===== src/rtl/vga_sink.sv =====
// vga_sink: locks to incoming VGA sync timing, measures line/frame totals and signs each frame's active pixels.
// Signature path is built only when VGA_SINK_SIG_EN is defined; otherwise frame_sig reads 0.
module vga_sink #(
  parameter int PIX_DIV  = 2,
  parameter int H_BP     = 48,
  parameter int H_ACTIVE = 640,
  parameter int V_BP     = 33,
  parameter int V_ACTIVE = 480,
  parameter int TIMEOUT  = 1000000
) (
  input  logic        CLK1_50,
  input  logic        RST_N,
  input  logic [2:0]  VGA_R,
  input  logic [2:0]  VGA_G,
  input  logic [2:0]  VGA_B,
  input  logic        VGA_HS,
  input  logic        VGA_VS,
  output logic        locked,
  output logic        frame_done,
  output logic [11:0] h_total,
  output logic [10:0] v_total,
  output logic [15:0] frame_sig,
  output logic        err
);
  localparam int DW = PIX_DIV > 1 ? $clog2(PIX_DIV) : 1;
  localparam int WW = $clog2(TIMEOUT + 1);
  typedef enum logic [1:0] {SEEK, MEAS, LOCK} state_t;
  state_t state_q, state_d;
  logic hs1_q, hs2_q, vs1_q, vs2_q, hs_rise, hs_fall, vs_fall, pix, match, tmo;
  logic [DW-1:0] div_q, div_d;
  logic [11:0] h_per_q, h_per_d, h_inc, line_len_q, line_len_d, ref_h_q, ref_h_d, h_total_q, h_total_d;
  logic [10:0] v_per_q, v_per_d, v_inc, ref_v_q, ref_v_d, v_total_q, v_total_d;
  logic [WW-1:0] wd_q, wd_d;
  logic frame_done_q, frame_done_d, err_q, err_d;
  assign hs_rise = hs1_q & ~hs2_q;
  assign hs_fall = ~hs1_q & hs2_q;
  assign vs_fall = ~vs1_q & vs2_q;
  assign pix = div_q == '0;
  assign div_d = hs_rise || div_q == DW'(PIX_DIV - 1) ? '0 : div_q + DW'(1);
  assign h_inc = h_per_q + 12'(pix && h_per_q != '1);
  assign h_per_d = hs_fall ? '0 : h_inc;
  assign line_len_d = hs_fall ? h_inc : line_len_q;
  // an HS fall coincident with VS fall belongs to the frame that is ending
  assign v_inc = v_per_q + 11'(hs_fall && v_per_q != '1);
  assign v_per_d = vs_fall ? '0 : v_inc;
  assign match = line_len_d == ref_h_q && v_inc == ref_v_q;
  assign tmo = state_q != SEEK && !vs_fall && wd_q == WW'(TIMEOUT - 1);
  assign wd_d = vs_fall || tmo || state_q == SEEK ? '0 : wd_q + WW'(1);
  assign locked = state_q == LOCK;
  assign frame_done = frame_done_q;
  assign h_total = h_total_q;
  assign v_total = v_total_q;
  assign err = err_q;
  always_comb begin
    state_d = state_q;
    ref_h_d = ref_h_q;
    ref_v_d = ref_v_q;
    h_total_d = h_total_q;
    v_total_d = v_total_q;
    frame_done_d = 1'b0;
    err_d = err_q;
    if (tmo) begin
      state_d = SEEK;
      err_d = 1'b1;
    end else if (vs_fall)
      case (state_q)
        SEEK: state_d = MEAS;
        MEAS: begin
          state_d = LOCK;
          ref_h_d = line_len_d;
          ref_v_d = v_inc;
        end
        default:
          if (match) begin
            frame_done_d = 1'b1;
            h_total_d = line_len_d;
            v_total_d = v_inc;
          end else begin
            state_d = MEAS;
            err_d = 1'b1;
          end
      endcase
  end
  always_ff @(posedge CLK1_50)
    if (!RST_N) begin
      state_q <= SEEK;
      {hs1_q, hs2_q, vs1_q, vs2_q} <= '1;
      div_q <= '0;
      h_per_q <= '0;
      line_len_q <= '0;
      ref_h_q <= '0;
      h_total_q <= '0;
      v_per_q <= '0;
      ref_v_q <= '0;
      v_total_q <= '0;
      wd_q <= '0;
      frame_done_q <= 1'b0;
      err_q <= 1'b0;
    end else begin
      state_q <= state_d;
      {hs1_q, hs2_q, vs1_q, vs2_q} <= {VGA_HS, hs1_q, VGA_VS, vs1_q};
      div_q <= div_d;
      h_per_q <= h_per_d;
      line_len_q <= line_len_d;
      ref_h_q <= ref_h_d;
      h_total_q <= h_total_d;
      v_per_q <= v_per_d;
      ref_v_q <= ref_v_d;
      v_total_q <= v_total_d;
      wd_q <= wd_d;
      frame_done_q <= frame_done_d;
      err_q <= err_d;
    end
`ifdef VGA_SINK_SIG_EN
  logic [8:0] rgb1_q;
  logic [11:0] h_cnt_q;
  logic [10:0] v_cnt_q;
  logic [15:0] sig_q, sig_d, frame_sig_q;
  logic vs_rise, act;
  assign vs_rise = vs1_q & ~vs2_q;
  assign act = pix && hs1_q && vs1_q && h_cnt_q >= 12'(H_BP) && h_cnt_q < 12'(H_BP + H_ACTIVE) &&
               v_cnt_q >= 11'(V_BP) && v_cnt_q < 11'(V_BP + V_ACTIVE);
  assign sig_d = act ? {sig_q[14:0], sig_q[15]} ^ {7'b0, rgb1_q} : sig_q;
  assign frame_sig = frame_sig_q;
  always_ff @(posedge CLK1_50)
    if (!RST_N) begin
      rgb1_q <= '0;
      h_cnt_q <= '0;
      v_cnt_q <= '0;
      sig_q <= '0;
      frame_sig_q <= '0;
    end else begin
      rgb1_q <= {VGA_R, VGA_G, VGA_B};
      h_cnt_q <= hs_rise ? '0 : h_cnt_q + 12'(pix && h_cnt_q != '1);
      v_cnt_q <= vs_rise ? '0 : v_cnt_q + 11'(hs_fall && v_cnt_q != '1);
      sig_q <= vs_fall ? '0 : sig_d;
      if (frame_done_d) frame_sig_q <= sig_d;
    end
`else
  logic unused_rgb;
  assign unused_rgb = ^{VGA_R, VGA_G, VGA_B};
  assign frame_sig = '0;
`endif
endmodule

===== config.mk =====
export PLATFORM = sky130hd
export DESIGN_NAME = vga_sink
export DESIGN_NICKNAME = d
export VERILOG_FILES = /design/src/rtl/vga_sink.sv
export SDC_FILE = /design/constraint.sdc
export NUM_CORES = 1
export LEC_CHECK = 0
export CAP_MARGIN = 20
export CORE_ASPECT_RATIO = 1.4
export CORE_MARGIN = 2
export CORE_UTILIZATION = 25
export DETAILED_ROUTE_END_ITERATION = 6
export GPL_TIMING_DRIVEN = 0
export PLACE_DENSITY = 0.46
export SYNTH_ARGS = -nofsm -noshare
export SYNTH_HDL_FRONTEND = slang
export SYNTH_SLANG_ARGS = --single-unit
export TNS_END_PERCENT = 5

===== constraint.sdc =====
create_clock -name CLK1_50 -period 5 [get_ports CLK1_50]
set_clock_uncertainty 0.2 [all_clocks]
set_input_delay 1 -clock CLK1_50 [delete_from_list [all_inputs] [get_ports CLK1_50]]
set_output_delay 1 -clock CLK1_50 [all_outputs]
set_load 0.005 [all_outputs]

Word level (Yosys, flattened, before mapping)
Index checks and enable logic that the tools add are counted.
{ "classes": {"reduce_logical": 23, "addsub": 4, "bitwise": 11, "n_mux": 8, "n_eq_ne": 10} }
{ "ops": {"columns": ["operator", "count"], "rows": [
  ["20-bit by 1-bit adder with 20-bit output, second input constant", 1],
  ["20-bit equality test, second input constant", 1],
  ["12-bit by 1-bit adder with 12-bit output", 1],
  ["12-bit equality test", 1],
  ["12-bit two-way mux", 1],
  ["12-bit != test, second input constant", 1],
  ["2-bit OR reduction", 6],
  ["11-bit by 1-bit adder with 11-bit output", 1],
  ["11-bit equality test", 1],
  ["11-bit != test, second input constant", 1],
  ["1-bit inverter", 8],
  ["3-bit AND reduction", 2],
  ["1-bit logical AND", 5],
  ["1-bit two-way mux", 5],
  ["5-bit OR reduction", 1],
  ["2-bit by 1-bit != test with 1-bit output, second input constant", 2],
  ["2-bit one-hot mux with 2 select lines", 1],
  ["4-bit AND reduction", 1],
  ["2-bit nonzero test", 2],
  ["1-bit bitwise AND", 3],
  ["1-bit logical OR", 3],
  ["3-bit by 1-bit != test with 1-bit output, second input constant", 1],
  ["2-bit by 1-bit equality test with 1-bit output, second input constant", 1],
  ["2-bit equality test, second input constant", 1],
  ["5 further kinds", 5]
]} }
{ "word_totals": {"reg_bits": 110, "in_bits": 13} }

Longest topological paths before layout
Gate-level depths: netlist of the first run.
{ "logic_depth": {"word_depth": 10, "ltp_mapped": 16, "depth_no_buf": 13} }

Worst setup path before layout of the first run
OpenSTA, ideal clock, no wires.
{ "synth_timing": {"kind": "reg-to-reg", "start": "register hs1_q", "end": "register h_total_q[0] (netlist: h_total[0])", "n_path_buf": 3, "path_stages_with_launch": 16, "slack_ns": 1.127, "synth_period_minus_slack_ns": 3.873, "setup_ns": 0.123, "t_arrival_ns": 3.549, "path_cell_list": "dfxtp_1 nand2b_1 buf_2 buf_1 clkbuf_1 a41oi_1 ha_1 ha_1 nand3_1 or3_1 nand3_1 o2111ai_1 or4_4 nor4_4 nand2_4 mux2_1"} }
{ "synth_via": {"elab_chain_len": 7} }
{ "synth_rtl": {"columns": ["item", "line_no", "source"], "rows": [
  ["start, declared", "29", "logic hs1_q, hs2_q, vs1_q, vs2_q, hs_rise, hs_fall, vs_fall, pix, match, tmo;"],
  ["start signal, assigned", "101", "{hs1_q, hs2_q, vs1_q, vs2_q} <= {VGA_HS, hs1_q, VGA_VS, vs1_q};"],
  ["1-bit inverter *", "36", "assign hs_fall = ~hs1_q & hs2_q;"],
  ["1-bit bitwise AND *", "36", null],
  ["1-bit logical AND", "44", "assign v_inc = v_per_q + 11'(hs_fall && v_per_q != '1);"],
  ["11-bit by 1-bit adder with 11-bit output", "44", null],
  ["11-bit equality test", "46", "assign match = line_len_d == ref_h_q && v_inc == ref_v_q;"],
  ["1-bit logical AND", "46", null],
  ["4-bit AND reduction (no line)", null, null],
  ["end signal, assigned", "106", "h_total_q <= h_total_d;"],
  ["end, declared", "31", "logic [11:0] h_per_q, h_per_d, h_inc, line_len_q, line_len_d, ref_h_q, ref_h_d, h_total_q, h_total_d;"]
]} }
Mark *: on every way between the ends. The rest lies on a longest branch, timed or not.
A chain may end at the register's enable or synchronous reset.

Worst setup path after layout of the first run
{ "layout_timing": {"start": "register hs1_q", "end": "register v_total_q[9] (netlist: v_total[9])"} }
{ "layout_via": {"elab_chain_len": 7} }
{ "layout_rtl": {"columns": ["item", "line_no", "source"], "rows": [
  ["1-bit inverter *", "36", null],
  ["1-bit bitwise AND *", "36", null],
  ["1-bit logical AND", "44", null],
  ["11-bit by 1-bit adder with 11-bit output", "44", null],
  ["11-bit equality test", "46", null],
  ["1-bit logical AND", "46", null],
  ["4-bit AND reduction (no line)", null, null],
  ["end signal, assigned", "109", "v_total_q <= v_total_d;"],
  ["end, declared", "32", "logic [10:0] v_per_q, v_per_d, v_inc, ref_v_q, ref_v_d, v_total_q, v_total_d;"]
]} }
Marked as above.

==> results.md, run 1 <==
* Hold Buf Count CTS at 0
* Placer Congestion at between 0.9 and 1
* DRC at 0
* Die height at between 150 and 200 um
* Clock Pin Slew Worst Setup and Hold Paths at about 0.080 ns
* Total negative slack at 0 ns
* Final min period at between 4 and 5 ns
* Mapped Area at ~5000 um^2
* Area of the core at roughly 20000 um^2
* Final number of hold-violating endpoints at 0
* Antenna Cells at 0
* Average wire per standard cell at 15.0 um
* Area of the multi-input gates at between 2000 and 3000 um^2
* Drt total wl at 13400 um
* Req. time, crit path at ~5.1 ns
* Power per cell area at about 300 nW/um^2
* Post-route ant nets at 0
* Placed instance count at 878
* Ys Warns at 0
* Clk root buf: clkbuf_16
* Slew headroom at between 40 and 50%
* Max Clk Rate at between 200 and 250 MHz
* Post-synth EDFFs at 0
* Finished Layout Cells at 894
* Min-delay src: wd_q[0]$_SDFF_PP0_
* Die extent in x at 124 um
* Asr flop ratio synth at 0%
* Num Clock Sinks at between 100 and 150
* Top Ports at 55
* Worst Hold Class: reg2reg
* Worst r2r path cells at 16
* Static Leakage at approximately 2.2 nW
* Startpoint Class: flop
* Post-synthesis cell type count at 58
* Most common flop cell mapped by yosys: dfxtp_1
* Final nets at approximately 660
* Hold path endpoint: wd_q[0]$_SDFF_PP0_
* Syn Area/Cell at approximately 8.6 um^2
* Crit Path Class: reg2reg
* Crit. End Element: flop
* Vias in the first global route at just over 4000
* Global route overflow at 0
* Critical path peak fanout at 10
* # H-tree levels at 3
* Max cap viols at 0
* Cts bufs inserted at 9
* Critical R2R Capture: v_total[9]$_SDFFE_PN0P_
* Initial Utilization at between 20% and 30%
* DR iter-0 viols at 151
* Setup violations, final at 0
* Site Rows at slightly above 60
* First-pass GRT wire length at between 20000 and 25000 um
* Initial antenna violation count at 0
* Most common cell after layout, fill and taps aside: dfxtp_1
* Register Area at between 2000 and 2500 um^2
* Layout area overhead at 19.8%
* Worst R2R Start: hs1_q$_SDFF_PN1_
* Clock Latency Late Sink at roughly 0.35 ns
* Worst hold slack at ~0.25 ns
* Vias per cell at between 4 and 5
* Vias at 4194
* RSZ-0062 raised after global routing: false
* Drt pass-1 iters at 5
* Yosys reg bits at 110
* VDD IR-drop max at between 0.00015 and 0.0002 V
* Largest net degree at the start of global routing at 21
* Gr usage total at between 10% and 20%
* Commonest non-fill, non-tap cells in the layout: dfxtp_1 (110), nor2_1 (73), nand2_1 (73)
* Hold Path Depth at 1
* Status: complete, no violations
* Synthesized instance count at around 580
* Die ar. at ~21000 um^2
* Layout cells sized above 1 at ~7.6%
* Post-Place Setup Slack at between 0.07 and 0.08 ns
* Reg2reg setup slack at slightly above 0.4 ns
* Sequential share of the synthesized area at between 40 and 50%
* Final Cycle Share at between 90% and 100%
* Slew @ Worst Pin at 0.882 ns
* Final WS setup at between 0.4 and 0.5 ns
* CTS tree: done
* Max-slew violation count at 0
* Final HPWL DP at roughly 10000 um
* CP arrival at ~4.7 ns
* PortBufs at 29
* Filler cells at between 2000 and 2500
* CTS Buffer Depth at 2
-- per-stage QoR --
stage | utilization, % | power (mW) | cell area, um^2
3_3_place_gp | 28.7 | 1.05 | 5670
2_1_floorplan | - | 1.01 | 5060
5_1_grt | 30.3 | 1.88 | 6000
3_5_place_dp | 28.7 | 1.05 | 5670
4_1_cts | 30.3 | 1.83 | 6000
6_report | 30.3 | 1.80 | 6000
-- critical path, stage by stage, from the launching register on --
cell	delay, ns
dfxtp_1	0.33
nand2b_1	0.13
buf_2	0.18
clkbuf_2	0.22
clkbuf_2	0.26
a41oi_1	0.21
ha_1	0.27
ha_1	0.17
inv_1	0.06
nor3_2	0.26
xnor2_1	0.18
a2111oi_0	0.75
nand3_1	0.24
nor4_4	0.49
buf_6	0.20
a21oi_1	0.06
a311oi_1	0.27
-- cell families after synthesis --
kind of cell | synth area share (%)
AOI/OAI and AO/OA | 13.1
xor gates and xnor gates | 8.35
adders and majority gates | 1.50
buffers and inverters | 6.80
DFF | 44.0
muxes | 3.65
other | 0.0749
and+or+nand+nor | 22.5
-- worst max-delay path by stage --
stage                     start                      end  cells past startpoint
6_report       hs1_q$_SDFF_PN1_  v_total[9]$_SDFFE_PN0P_                     16
5_1_grt        hs1_q$_SDFF_PN1_  v_total[9]$_SDFFE_PN0P_                     16
4_1_cts        hs1_q$_SDFF_PN1_  h_total[0]$_SDFFE_PN0P_                     14
3_5_place_dp   hs1_q$_SDFF_PN1_  v_total[9]$_SDFFE_PN0P_                     15
3_3_place_gp   hs1_q$_SDFF_PN1_  h_total[0]$_SDFFE_PN0P_                     14
2_1_floorplan  hs1_q$_SDFF_PN1_  h_total[0]$_SDFFE_PN0P_                     15
-- repair_timing --
action / CTS / global route
buffers inserted: 0 / 0
endpoints found under the setup margin: 0 / 27
gates resized for setup: 0 / 3
-- layer usage --
metal	vias up	track usage [%]	wire length, um
li1	2087	-	-
met1	2000	15.2	5470
met2	84	23.8	7020
met3	23	2.59	449
met4	0	5.43	432
met5	-	0	0
-- cells in the mapped netlist (all sizes together), types with 4 or more instances --
master | count | area, um^2
dfxtp | 110 | 2200
nand2 | 74 | 285
nor2 | 73 | 274
xnor2 | 30 | 263
a21oi | 27 | 135
inv | 27 | 101
buf | 24 | 171
clkbuf | 17 | 63.8
mux2i | 16 | 160
nand3 | 16 | 80.1
a211oi | 15 | 113
xor2 | 15 | 131
o21ai | 13 | 65.1
nand4 | 12 | 81.3
nor3 | 12 | 65.1
nand2b | 11 | 68.8
a311oi | 10 | 87.6
and3 | 9 | 56.3
ha | 6 | 75.1
a31oi | 5 | 31.3
and2 | 5 | 31.3
nor2b | 5 | 31.3
nor4 | 4 | 40.0
or3 | 4 | 25.0
-- power breakdown --
group	internal, mW	switching [mW]
Combinational	0.0515	0.0803
Sequential	0.888	0.00989
Clock	0.419	0.355
Total	1.36	0.446
-- area by class of cell --
class / count / area share [%]
Inverter: 28 / 1.75
Multi-Input combinational cell: 418 / 42.0
Sequential cell: 110 / 36.7
Clock buffer: 10 / 3.98
Timing Repair Buffer: 29 / 4.84
Tap cell: 252 / 5.26
Buffer: 41 / 3.96
Clock inverter: 6 / 1.48
-- state kept, by name (all words and copies together) (netlist names) --
register and cells:
ref_v_q 11, hs1_q 1, frame_done 1, err 1, v_per_q 11, hs2_q 1, line_len_q 12, h_per_q 12
vs1_q 1, div_q 1, state_q 2, ref_h_q 12, h_total 12, vs2_q 1, v_total 11, wd_q 20
No activity file was read; power rests on OpenSTA's default activity.
==> run 2, diff against run 1 <==
--- a/config.mk
+++ b/config.mk
@@ -8,10 +8,12 @@
 export CAP_MARGIN = 20
 export CORE_ASPECT_RATIO = 1.4
 export CORE_MARGIN = 2
-export CORE_UTILIZATION = 25
+export CORE_UTILIZATION = 35
+export CTS_CLUSTER_SIZE = 8
 export DETAILED_ROUTE_END_ITERATION = 6
+export DONT_BUFFER_PORTS = 1
 export GPL_TIMING_DRIVEN = 0
-export PLACE_DENSITY = 0.46
+export PLACE_DENSITY = 0.53
 export SYNTH_ARGS = -nofsm -noshare
 export SYNTH_HDL_FRONTEND = slang
 export SYNTH_SLANG_ARGS = --single-unit
==> results.md, run 2 (synthesis gave the netlist of run 1 again) <==
* Status: complete, no violations
* Biggest register: wd_q
* First-pass GRT wire length at ~21000 um
* CP cell instances: nand2b_1, buf_2, clkbuf_2, clkbuf_2, a41oi_1, ha_1, ha_1, inv_1, nor3_2, xnor2_1, a2111oi_1, nand3_1, nor4_4, nand2_4, mux2_1
* Num Clock Sinks at between 100 and 150
* Delay-heaviest family, CP: simple AND/OR/NAND/NOR gates
* DR iter-0 viols at between 200 and 250
* Slew @ Worst Pin at 0.810 ns
* Startpoint Class: flop
* DRC at 0
* Cts bufs inserted at 9
* Post-route ant nets at 0
* Crit. End Element: flop
* Slowest stage delay, CP at ~0.63 ns
* Worst Hold Class: reg2reg
* RSZ-0062 raised after global routing: false
* Die ar. at between 15000 and 20000 um^2
* CTS Buffer Depth at 2
* Final nets at around 630
* Vias in the first global route at between 4000 and 5000
* Total negative slack at 0 ns
* Most common cell after layout, fill and taps aside: dfxtp_1
* Slowest-stage cell, CP: a2111oi_1
* Final min period at 4.52 ns
* Die height at about 150 um
* Layout area overhead at 11.8%
* Initial Utilization at 35.8%
* Drt total wl at ~12000 um
* Final WS setup at slightly below 0.5 ns
* Die extent in x at 105 um
* Initial antenna violation count at 0
* Post-route cell area at about 5600 um^2
* Commonest non-fill, non-tap cells in the layout: dfxtp_1 (110), nor2_1 (73), nand2_1 (73)
* VDD IR-drop max at ~0.00019 V
* Hold Buf Count CTS at 0
* Area of the core at 14000 um^2
* Final Cycle Share at roughly nine tenths
* Clock Pin Slew Worst Setup and Hold Paths at ~0.070 ns
* Filler cells at between 1000 and 1500
* Crit Path Class: reg2reg
* Antenna Cells at 0
* Gr usage total at between 10% and 20%
* Average wire per standard cell at 15.6 um
* Max cap viols at 0
* Clock Latency Late Sink at 0.34 ns
* Site Rows at 51
* Post-Place Setup Slack at about 0.19 ns
* Tot Pwr at 1.75 mW
* Critical path peak fanout at 10
* Final number of hold-violating endpoints at 0
* PortBufs at 0
* Placer Congestion at 0.948
* Power per cell area at 312 nW/um^2
* Drt pass-1 iters at 5
* Placed inst area at ~5300 um^2
* Vias at between 4000 and 5000
* Slew headroom at between 40% and 50%
* Top Ports at 55
* Layout cells sized above 1 at roughly 7.7%
* Static Leakage at around 2.1 nW
* CP arrival at 4.54 ns
* Setup violations, final at 0
* Vias per cell at between 5 and 6
* # H-tree levels at 3
* Clk root buf: clkbuf_16
* CTS tree: done
* Max reg flops at 20
* Buf+Inv Stages, Crit Path at 4
* Largest net degree at the start of global routing at 18
* Req. time, crit path at around 5 ns
* Max-slew violation count at 0
* Global route overflow at 0
* Final HPWL DP at around 9500 um
* Max Clk Rate at ~220 MHz
## run 2: cell types whose count changed in the layout (fill, tap and decap cells not counted), sizes merged
cell / before / now
clkbuf: 28 / 29
clkdlybuf4s50: 29 / 0
clkinv: 3 / 2
inv: 30 / 29
## run 2: path summary, 6_finish.rpt
| kind | endpoint | from | depth (start not counted) | slack, ns |
|---|---|---|---|---|
| max reg2reg | h_total[0]$_SDFFE_PN0P_ | hs1_q$_SDFF_PN1_ | 15 | 0.48 |
| min reg2reg | wd_q[0]$_SDFF_PP0_ | wd_q[0]$_SDFF_PP0_ | 1 | 0.25 |
| min | wd_q[0]$_SDFF_PP0_ | wd_q[0]$_SDFF_PP0_ | 1 | 0.25 |
| max | h_total[0]$_SDFFE_PN0P_ | hs1_q$_SDFF_PN1_ | 15 | 0.48 |
## run 2: per-layer routing
layer	vias up	global-route usage [%]	part of all wire, %
met5	-	0	0
met4	0	5.87	2.1
met3	17	2.78	3.8
met2	91	29.5	51
met1	1877	20.8	43
li1	2027	-	-
## run 2: through the flow
| step | hold WS [ns] | util (%) | instances |
|---|---|---|---|
| 2_1_floorplan | 0.200 | - | 597 |
| 3_3_place_gp | 0.232 | 37.9 | 782 |
| 3_5_place_dp | 0.240 | 37.9 | 782 |
| 4_1_cts | 0.256 | 40.0 | 797 |
| 5_1_grt | 0.272 | 40.0 | 797 |
| 6_report | 0.252 | 40.0 | 797 |
## run 2: power breakdown
part / internal, mW / switching [mW] / total [mW]
clock: 0.404 / 0.315 / 0.720
combinational: 0.0490 / 0.0788 / 0.128
sequential: 0.888 / 0.0100 / 0.898
## run 2: cell type report
class	instances	area (um^2)	share of cell area, %
Buffer	41	238	4.25
Clock buffer	11	243	4.34
Clock inverter	4	55.1	0.984
Inverter	28	105	1.88
Multi-Input combinational cell	418	2520	45.1
Sequential cell	110	2200	39.4
Tap cell	185	231	4.14
## run 2: repair_timing
action,CTS,global route
setup endpoints to repair,0,25
gates resized for setup,0,4
buffers inserted,0,0
==> run 3, diff against run 2 <==
--- a/config.mk
+++ b/config.mk
@@ -12,8 +12,10 @@
 export CTS_CLUSTER_SIZE = 8
 export DETAILED_ROUTE_END_ITERATION = 6
 export DONT_BUFFER_PORTS = 1
+export GPL_ROUTABILITY_DRIVEN = 0
 export GPL_TIMING_DRIVEN = 0
 export PLACE_DENSITY = 0.53
+export SKIP_LAST_GASP = 1
 export SYNTH_ARGS = -nofsm -noshare
 export SYNTH_HDL_FRONTEND = slang
 export SYNTH_SLANG_ARGS = --single-unit
==> results.md, run 3 (synthesis gave the netlist of run 1 again) <==
* Top Ports at 55
* Site Rows at just over 50
* Area of the multi-input gates at between 2000 and 3000 um^2
* Layout area overhead at 11.9%
* Global route overflow at 0
* Post-route ant nets at 0
* Layout cells sized above 1 at ~7.8%
* Post-route cell area at about 5600 um^2
* Placed instance count at between 700 and 800
* RSZ-0062 raised after global routing: false
* Final HPWL DP at 9470 um
* Max cap viols at 0
* Worst hold slack at 0.253 ns
* Int Power at about 1.3 mW
* Max Clk Rate at between 200 and 250 MHz
* CTS tree: done
* Average wire per standard cell at 15.6 um
* Biggest register: wd_q
* PortBufs at 0
* Area of the core at ~14000 um^2
* Vias in the first global route at around 4000
* Startpoint Class: flop
* Final WS setup at 0.392 ns
* Most common cell after layout, fill and taps aside: dfxtp_1
* DR iter-0 viols at 176
* Final core occ at around 40%
* Psw at 0.423 mW
* Worst Hold Class: reg2reg
* Hold Buf Count CTS at 0
* Antenna Cells at 0
* Vias per cell at ~5
* CTS Buffer Depth at 2
* Drt pass-1 iters at 5
* Clk root buf: clkbuf_16
* Setup violations, final at 0
* Crit. End Element: flop
* Clock Latency Late Sink at roughly 0.35 ns
* Largest net degree at the start of global routing at 20
* Vias at around 4100
* Max-slew violation count at 0
* Max reg flops at 20
* Final min period at 4.61 ns
* Commonest non-fill, non-tap cells in the layout: dfxtp_1 (110), nor2_1 (73), nand2_1 (73)
* Register Area at around 2200 um^2
* Post-Place Setup Slack at around 0.18 ns
* Finished Layout Cells at ~800
* Num Clock Sinks at 110
* Sequential share of power at between 50% and 60%
* Final number of hold-violating endpoints at 0
* Placed inst area at 5290 um^2
* First-pass GRT wire length at between 20000 and 25000 um
* Slew @ Worst Pin at 0.823 ns
* DRC at 0
* Clk network pwr share at 41.6%
* CP arrival at ~4.7 ns
* Cts bufs inserted at 9
* # H-tree levels at 3
* Final nets at ~630
* Static Leakage at around 2.1 nW
* Tot Pwr at approximately 1.8 mW
* Status: complete, no violations
* Power per cell area at between 300 and 400 nW/um^2
* Logic pwr share at approximately 7.3%
* Die extent in x at around 110 um
* Sw Ratio at about 24%
* Final Cycle Share at between 90% and 100%
* Initial Utilization at between 30% and 40%
* Crit Path Class: reg2reg
* Slew headroom at 45.0%
* Critical path peak fanout at 10
* Clock Pin Slew Worst Setup and Hold Paths at approximately 0.080 ns
* Die height at around 150 um
* Initial antenna violation count at 0
* Total negative slack at 0 ns
* Die ar. at ~15000 um^2
* Drt total wl at ~12000 um
* VDD IR-drop max at 0.000247 V
* Gr usage total at roughly 17%
* Req. time, crit path at 5.05 ns
* Filler cells at 1413
run 3: cell types whose count changed in the layout (fill, tap and decap cells not counted), sizes merged:
cell,delta
clkbuf,-3
clkinvlp,+2
inv,+1
buf,+1
run 3: cell type report:
type                    count  share of cell area (%)
plain buffers              41                    4.22
clock inverters             7                    1.41
inverters                  28                    1.88
multi-input cells         418                    45.0
flip-flops and latches    110                    39.3
well taps                 185                    4.13
clock buffers               9                    4.02
run 3: worst max-delay path: stages, from the launching register on:
cell and delay (ns):
dfxtp_1 0.36, nand2b_1 0.11, buf_2 0.22, buf_1 0.39
clkbuf_2 0.35, a41oi_1 0.08, ha_1 0.27, ha_1 0.20
inv_1 0.10, nor2_1 0.10, xnor2_1 0.36, o2111ai_1 0.20
or4_4 0.57, nor4_4 0.46, buf_6 0.20, a21oi_1 0.07
a311oi_1 0.28
run 3: repair_timing:
item                       in CTS  in global routing
setup endpoints to repair       0                 24
resized for setup               0                  3
buffers inserted                0                  0
run 3: power by group through the flow:
stage | sequential, mW | combinational (mW) | clock, mW
after floorplan | 0.915 | 0.0951 | 0
after global placement | 0.918 | 0.126 | 0
after detailed placement | 0.918 | 0.127 | 0
after CTS | 0.898 | 0.128 | 0.746
after global routing | 0.899 | 0.141 | 0.785
final | 0.898 | 0.128 | 0.729
run 3: final timing paths:
kind	from	to	slack, ns	cells after the start
worst min register to register	wd_q[0]$_SDFF_PP0_	wd_q[0]$_SDFF_PP0_	0.25	1
worst max-delay path	hs1_q$_SDFF_PN1_	v_total[5]$_SDFFE_PN0P_	0.39	16
worst min-delay path	wd_q[0]$_SDFF_PP0_	wd_q[0]$_SDFF_PP0_	0.25	1
worst max register to register	hs1_q$_SDFF_PN1_	v_total[5]$_SDFFE_PN0P_	0.39	16
run 3: per-layer routing:
layer	vias up	track usage (%)	wire, um
met5	-	0	0
met4	0	7.87	500
met3	29	3.40	556
met2	92	29.3	6360
met1	1932	18.8	5050
li1	2037	-	-
